--- config.mk ---
export PLATFORM = sky130hd
export DESIGN_NAME = seq_det_sched
export DESIGN_NICKNAME = d
export VERILOG_FILES = /design/src/rtl/seq_det_sched.sv
export SDC_FILE = /design/constraint.sdc
export NUM_CORES = 1
export LEC_CHECK = 0
export CAP_MARGIN = 0
export CORE_ASPECT_RATIO = 0.7
export CORE_MARGIN = 8
export CORE_UTILIZATION = 40
export CTS_CLUSTER_SIZE = 12
export DETAILED_ROUTE_END_ITERATION = 12
export PLACE_DENSITY = 0.69
export SLEW_MARGIN = 20
export SYNTH_ARGS = -nofsm -noshare
export SYNTH_HDL_FRONTEND = slang
export SYNTH_SLANG_ARGS = --single-unit
--- constraint.sdc ---
create_clock -name clk -period 5 [get_ports clk]
set_clock_uncertainty 0.15 [all_clocks]
set_input_delay 0.5 -clock clk [delete_from_list [all_inputs] [get_ports clk]]
set_output_delay 0.5 -clock clk [all_outputs]
set_load 0.005 [all_outputs]
--- src/rtl/seq_det_sched.sv ---
// Round-robin scheduler sharing one serial repeated-bit detector among NUM_CH requesters.
// Each granted word is shifted MSB-first and every adjacent equal-bit pair is counted.
module seq_det_sched #(
  parameter int unsigned NUM_CH = 4,
  parameter int unsigned DATA_W = 8,
  parameter int unsigned CH_W   = $clog2(NUM_CH),
  parameter int unsigned CNT_W  = $clog2(DATA_W)
) (
  input  logic                     clk,
  input  logic                     rst,
  input  logic [NUM_CH-1:0]        req,
  input  logic [NUM_CH*DATA_W-1:0] data,
  output logic [NUM_CH-1:0]        gnt,
  output logic                     busy,
  output logic                     done,
  output logic [CH_W-1:0]          done_ch,
  output logic [CNT_W-1:0]         hit_cnt,
  output logic                     match_any
);

  localparam logic [1:0] StIdle   = 2'd0;
  localparam logic [1:0] StShift  = 2'd1;
  localparam logic [1:0] StReport = 2'd2;

  localparam logic [1:0] DetS0 = 2'd0;
  localparam logic [1:0] DetS1 = 2'd1;
  localparam logic [1:0] DetS2 = 2'd2;
  localparam logic [1:0] DetS3 = 2'd3;

  logic [1:0]        state_q, state_d;
  logic [NUM_CH-1:0] gnt_q, gnt_d;
  logic              busy_q, busy_d;
  logic              done_q, done_d;
  logic [CH_W-1:0]   done_ch_q, done_ch_d;
  logic [CNT_W-1:0]  hit_cnt_q, hit_cnt_d;
  logic              match_any_q, match_any_d;
  logic [DATA_W-1:0] shreg_q, shreg_d;
  logic [CNT_W-1:0]  bit_idx_q, bit_idx_d;
  logic [1:0]        det_q, det_d;
  logic              last_bit_q, last_bit_d;
  logic [CNT_W-1:0]  cnt_q, cnt_d;
  logic [CH_W-1:0]   cur_ch_q, cur_ch_d;
  logic [CH_W-1:0]   last_grant_q, last_grant_d;

  logic              win_found;
  logic [CH_W-1:0]   win_ch;
  logic [CH_W-1:0]   cand;
  logic              bit_in;
  logic [1:0]        det_nx;
  logic [CNT_W-1:0]  cnt_nx;

  // Search upward from the channel after the last one served, wrapping around.
  always_comb begin
    win_found = 1'b0;
    win_ch    = '0;
    cand      = '0;
    for (int unsigned k = 1; k <= NUM_CH; k++) begin
      cand = CH_W'((32'(last_grant_q) + k) % NUM_CH);
      if (!win_found && req[cand]) begin
        win_found = 1'b1;
        win_ch    = cand;
      end
    end
  end

  // S3 remembers the bit that produced it so runs keep counting every pair.
  always_comb begin
    bit_in = shreg_q[DATA_W-1];
    case (det_q)
      DetS0:   det_nx = bit_in ? DetS1 : DetS2;
      DetS1:   det_nx = bit_in ? DetS3 : DetS2;
      DetS2:   det_nx = bit_in ? DetS1 : DetS3;
      default: det_nx = (bit_in == last_bit_q) ? DetS3 : (bit_in ? DetS1 : DetS2);
    endcase
    cnt_nx = cnt_q + CNT_W'(det_nx == DetS3);
  end

  always_comb begin
    state_d      = state_q;
    gnt_d        = '0;
    busy_d       = busy_q;
    done_d       = done_q;
    done_ch_d    = done_ch_q;
    hit_cnt_d    = hit_cnt_q;
    match_any_d  = match_any_q;
    shreg_d      = shreg_q;
    bit_idx_d    = bit_idx_q;
    det_d        = det_q;
    last_bit_d   = last_bit_q;
    cnt_d        = cnt_q;
    cur_ch_d     = cur_ch_q;
    last_grant_d = last_grant_q;
    case (state_q)
      StIdle: begin
        if (win_found) begin
          gnt_d     = NUM_CH'(1) << win_ch;
          busy_d    = 1'b1;
          cur_ch_d  = win_ch;
          shreg_d   = data[32'(win_ch)*DATA_W +: DATA_W];
          bit_idx_d = '0;
          det_d     = DetS0;
          cnt_d     = '0;
          state_d   = StShift;
        end
      end
      StShift: begin
        shreg_d    = {shreg_q[DATA_W-2:0], 1'b0};
        det_d      = det_nx;
        last_bit_d = bit_in;
        cnt_d      = cnt_nx;
        bit_idx_d  = bit_idx_q + CNT_W'(1);
        if (bit_idx_q == CNT_W'(DATA_W-1)) begin
          hit_cnt_d    = cnt_nx;
          match_any_d  = (cnt_nx != '0);
          done_ch_d    = cur_ch_q;
          done_d       = 1'b1;
          last_grant_d = cur_ch_q;
          state_d      = StReport;
        end
      end
      StReport: begin
        done_d  = 1'b0;
        busy_d  = 1'b0;
        state_d = StIdle;
      end
      default: state_d = StIdle;
    endcase
  end

  always_ff @(posedge clk) begin
    if (rst) begin
      state_q      <= StIdle;
      gnt_q        <= '0;
      busy_q       <= 1'b0;
      done_q       <= 1'b0;
      done_ch_q    <= '0;
      hit_cnt_q    <= '0;
      match_any_q  <= 1'b0;
      shreg_q      <= '0;
      bit_idx_q    <= '0;
      det_q        <= DetS0;
      last_bit_q   <= 1'b0;
      cnt_q        <= '0;
      cur_ch_q     <= '0;
      last_grant_q <= CH_W'(NUM_CH-1);
    end else begin
      state_q      <= state_d;
      gnt_q        <= gnt_d;
      busy_q       <= busy_d;
      done_q       <= done_d;
      done_ch_q    <= done_ch_d;
      hit_cnt_q    <= hit_cnt_d;
      match_any_q  <= match_any_d;
      shreg_q      <= shreg_d;
      bit_idx_q    <= bit_idx_d;
      det_q        <= det_d;
      last_bit_q   <= last_bit_d;
      cnt_q        <= cnt_d;
      cur_ch_q     <= cur_ch_d;
      last_grant_q <= last_grant_d;
    end
  end

  assign gnt       = gnt_q;
  assign busy      = busy_q;
  assign done      = done_q;
  assign done_ch   = done_ch_q;
  assign hit_cnt   = hit_cnt_q;
  assign match_any = match_any_q;

endmodule

# Word-level counts from Yosys, hierarchy flattened

Cells that the tools add are included.

Register bits after elaboration: 35
Output and inout bits: 12

Multiplexer cells: 35
Shift-type cells: 2
Magnitude comparators: 4
Add/subtract/negate cells: 6
Reductions and logical operators: 19
Bitwise gates (word level): 2
Equality and inequality tests: 9

Operators by type and width:

| operator                                                   | number |
|---|---|
| indexed part select 32 x 6 -> 8 bit                        | 1 |
| 2-to-1 mux 2 bit                                           | 10 |
| case mux 8 bit (2 select lines)                            | 1 |
| less-than comparator 2 x 3 -> 1 bit, second input constant | 4 |
| case mux 3 bit (2 select lines)                            | 2 |
| AND reduction 2 bit                                        | 6 |
| 2-to-1 mux 1 bit                                           | 11 |
| binary-select mux 1 bit (select 2 bit)                     | 4 |
| 2-to-1 mux 8 bit                                           | 1 |
| case mux 2 bit (2 select lines)                            | 2 |
| == test 2 bit, second input constant                       | 3 |
| case mux 2 bit (3 select lines)                            | 1 |
| nonzero test 2 bit                                         | 3 |
| adder 2 x 1 -> 2 bit, second input constant                | 2 |
| adder 2 bit, second input constant                         | 2 |
| == test 2 x 1 -> 1 bit, second input constant              | 2 |
| zero test 2 bit                                            | 2 |
| != test 2 bit, second input constant                       | 2 |
| case mux 1 bit (2 select lines)                            | 2 |
| left shift 1 x 2 -> 4 bit, first input constant            | 1 |
| adder 3 x 1 -> 3 bit                                       | 1 |
| adder 3 x 1 -> 3 bit, second input constant                | 1 |
| == test 3 bit, second input constant                       | 1 |
| logical AND 1 bit                                          | 3 |
| 6 further kinds                                            | 9 |

# Depth between registers and ports, before layout

Depth after elaboration: 16
Gate-level depth with buffers: 8
Gate-level depth less buffers: 8

# Worst setup path after synthesis

No wires, ideal clock.

Kind: input -> register
Start point: in req[3]
End point: reg shreg_q[1]
Library setup time: 134 ps
Cell stages on the path: 7
Path slack: 3,063 ps
Arrival: 1,653 ps
Cell sequence: nor2b_2 o21a_1 nor3_1 buf_4 buf_6 mux2i_1 o221ai_1

Word-level cells in the longest chain between the ends: 15
Elaborated cells on any way between the ends: 27
Those cells by class: eq/ne (1); shift (1); mux (18); reduce/logical (7)

Ends and longest elaborated chain:

| element                                | RTL line | text |
|---|---|---|
| start, declared                        | 11       | `input logic [NUM_CH-1:0] req,` |
| binary-select mux 1 bit (select 2 bit) | 59       | `if (!win_found && req[cand]) begin` |
| 2-to-1 mux 1 bit (implied by the code) | 59       |  |
| 2-to-1 mux 1 bit                       | 59       |  |
| zero test 1 bit                        | 59       |  |
| logical AND 1 bit                      | 59       |  |
| 2-to-1 mux 1 bit                       | 59       |  |
| zero test 1 bit                        | 59       |  |
| logical AND 1 bit                      | 59       |  |
| 2-to-1 mux 1 bit                       | 59       |  |
| zero test 1 bit                        | 59       |  |
| logical AND 1 bit                      | 59       |  |
| 2-to-1 mux 2 bit                       | 59       |  |
| indexed part select 32 x 6 -> 8 bit    | 99       | `shreg_d = data[32'(win_ch)*DATA_W +: DATA_W];` |
| 2-to-1 mux 8 bit                       | 95       | `if (win_found) begin` |
| case mux 8 bit (2 select lines)        | 93       | `case (state_q)` |
| end signal, assigned                   | 154      | `shreg_q <= shreg_d;` |
| end, declared                          | 37       | `logic [DATA_W-1:0] shreg_q, shreg_d;` |

Parallel ways exist; a longest one is shown, timed or not. The select of a mux whose other input is x is not followed.
A chain may end at the register's enable or synchronous reset.

# Final worst setup path

Ends and elaborated chain as after synthesis.

==> impl_metrics.csv <==
group,metric,value,unit
yosys,synth_top_cell_by_area,"dfxtp_1",
power_and_ir_drop,leakage,0.9142,nW
clock_network,cts_resized,0,
floorplan,die_y,70.39,µm
yosys,ys_seq_area_share,41.45,%
floorplan,dieArea,0.006596,mm²
status,status,"finished, final reports clean",
setup_path,arrival,2470,ps
clock_network,clockBufferDepth,2,
yosys,synth_edf_count,0,
clock_network,cts_buffers,5,
flow_run,maxCapViolCount,0,
clock_network,htreeDepth,2,
global_routing,grt_max_degree,24,
global_routing,grt_overflow,0,
detailed_routing,avgRoutedWirePerCell,13.92,µm
setup_path,ff2ff_setup_slack,3080,ps
floorplan,die_x,93.70,µm
yosys,synth_area,0.001690,mm²
setup_path,cp_max_fo,16,
timing,final_hold_viol_count,0,
power_and_ir_drop,p_sw_share,25.12,%
power_and_ir_drop,switching_power,0.0001498,W
hold_path,min_path_cells,2,
power_and_ir_drop,peakVddDrop,144.1,µV
placement,place_congestion,0.7603,
setup_path,required,5050,ps
power_and_ir_drop,p_per_area,262.5,mW/mm²
clock_network,post_cts_buffers,0,
timing,layout_min_cycle_time,2414,ps
global_routing,grt_pass1_wl,6.713,mm
yosys,synthTopCellsByArea,"dfxtp_1, mux2i_1, nor2_1, a21oi_1, nand2_1",
timing,tightest_slew,919.1,ps
yosys,synth_nets,228,
yosys,ys_types,40,
power_and_ir_drop,p_int,0.0004464,W
detailed_routing,drtAntennaViolNets,0,
timing,rsz0062_at_grt,"no",
timing,period_share,48.27,%
detailed_routing,post-route-drc-count,0,
placement,dpl.hpwl,2.924,mm
timing,holdWs,307.6,ps
setup_path,start_kind,"primary input",
detailed_routing,dr_total_vias,1463,
global_routing,grt.met2_usage,16.89,%
setup_path,end_kind,"flop",
global_routing,grt_usage,12.52,%
yosys,synth-main-ff-cell,"dfxtp_1",
global_routing,grt.met1_usage,17.61,%
global_routing,antenna_found_initial,0,
floorplan,rows,19,
detailed_routing,drt-initial-drc-count,60,
timing,final.setup.tns,0,ps
power_and_ir_drop,pwr-share-clk,32.8,%
global_routing,grt_pass1_vias,1368,
layout,final_cell_mix,"clkdlybuf4s50_1, dfxtp_1, nor2_1",
yosys,synth_cells,186,
floorplan,io_pins,50,
placement,io_buffers,49,
clock_network,cts_root_buf,"clkbuf_8",
clock_network,clk_latency,290,ps
timing,report.final.slew_viol_count,0,
layout,final_common_cell,"clkdlybuf4s50_1",
yosys,yosysWarnings,0,
detailed_routing,viasPerCell,5.098,
clock_network,tritoncts,"done",
power_and_ir_drop,combPwrFrac,16.6,%
yosys,ys_ff_latch,35,
detailed_routing,dr.pass1.iters,4,
floorplan,core,0.003994,mm²
clock_network,path_clk_slew,70,ps
detailed_routing,routed_wl,3.995,mm
timing,setup_viol,0,
layout,layout.nets,276,
yosys,yosysTopAreaCellShare,41.45,%
yosys,syn_avg_cell_area,9.088,µm²
clock_network,cts_sinks,35,
layout,area_delta_synth_final,34.35,%
layout,n_antenna_cell,0,
floorplan,start_util,42.32,%
clock_network,ctsHoldBuffers,0,
power_and_ir_drop,pwr-share-seq,50.6,%
timing,max_freq,414.3,MHz
hold_path,hold_path_class,"flop to flop",
timing,max-slew-margin-rel,38.51,%
yosys,synth-async-reset-ratio,0,%
setup_path,worstSetupPathType,"primary input to flop",
setup_path,r2r_cells,4,
global_routing,grtUsageMet3,4.055,%
layout,utilization,56.86,%
global_routing,top_usage_layer,"met1",
layout,drive_gt1_share,7.660,%
-- final timing paths --
path | start | to
min reg2reg | hit_cnt[1]$_SDFFE_PP0P_ | hit_cnt[1]$_SDFFE_PP0P_
max reg2reg | state_q[0]$_SDFFE_PP0P_ | shreg_q[1]$_SDFFE_PP0P_
max | req[3] | shreg_q[1]$_SDFFE_PP0P_
min | hit_cnt[1]$_SDFFE_PP0P_ | hit_cnt[1]$_SDFFE_PP0P_
-- cell type report --
class                      instances  area [µm²]
clock buffer                       7       76.32
clock inverter                     1       5.005
fill                             390        1723
inverter                           5       18.77
multi-input combinational        136       899.6
sequential                        35       700.7
tap                               52       65.06
timing repair buffer              51       505.5
-- Yosys cell counts, types with 2 or more instances --
cell type / instances
nor2b_1: 3
clkbuf_1: 5
buf_6: 2
o221ai_1: 7
clkbuf_8: 2
a22oi_1: 4
a22o_1: 7
nand2b_1: 3
a21oi_1: 17
inv_1: 5
nor3_1: 5
dfxtp_1: 35
mux2i_1: 15
ha_1: 4
nor2_1: 24
o21ai_0: 3
nand2_1: 22
-- power by group through the flow --
stage	sequential (W)	clock, W	combinational, W
2_1_floorplan	0.000305	0	0.0000562
3_3_place_gp	0.000308	0	0.0000987
3_5_place_dp	0.000308	0	0.0000992
4_1_cts	0.000302	0.000203	0.0000996
5_1_grt	0.000303	0.000214	0.000109
6_report	0.000302	0.000195	0.0000988
-- per-stage QoR --
step	cells	setup slack (ps)	power [W]	instance area (µm²)
2_1_floorplan	186	3063	0.0003616	1690
3_3_place_gp	279	2304	0.0004066	2190
3_5_place_dp	279	2278	0.0004069	2190
4_1_cts	287	2601	0.0006043	2271
5_1_grt	287	2425	0.0006257	2271
6_report	287	2587	0.0005962	2271
-- flip-flops by register name, summed over array words and instances (netlist names) --
name and cells:
cur_ch_q 2, busy 1, shreg_q 8, det_q 2, done 1, last_grant_q 2, gnt 4, done_ch 2
bit_idx_q 3, last_bit_q 1, match_any 1, cnt_q 3, hit_cnt 3, state_q 2
-- kinds of logic after synthesis --
group	count (synthesis)	share of synthesized area, %
compound gates	47	20.87
xor+xnor	1	0.5182
fa+ha+maj	4	2.961
buf+inv	15	5.626
flops	35	41.45
mux	15	8.882
simple gates	69	19.69
-- layer usage --
metal	vias to the layer above	part of all wire, %
li1	765	-
met1	655	52
met2	36	41
met3	7	5.4
met4	0	1.4
met5	-	0
-- worst max-delay path, cell delays in order --
cell             delay (ps)
clkdlybuf4s50_1         470
or2_2                   360
o41ai_4                 750
a22o_1                  240
nand2_1                  60
o221ai_1                 80
(Power assumes the default switching activity.)
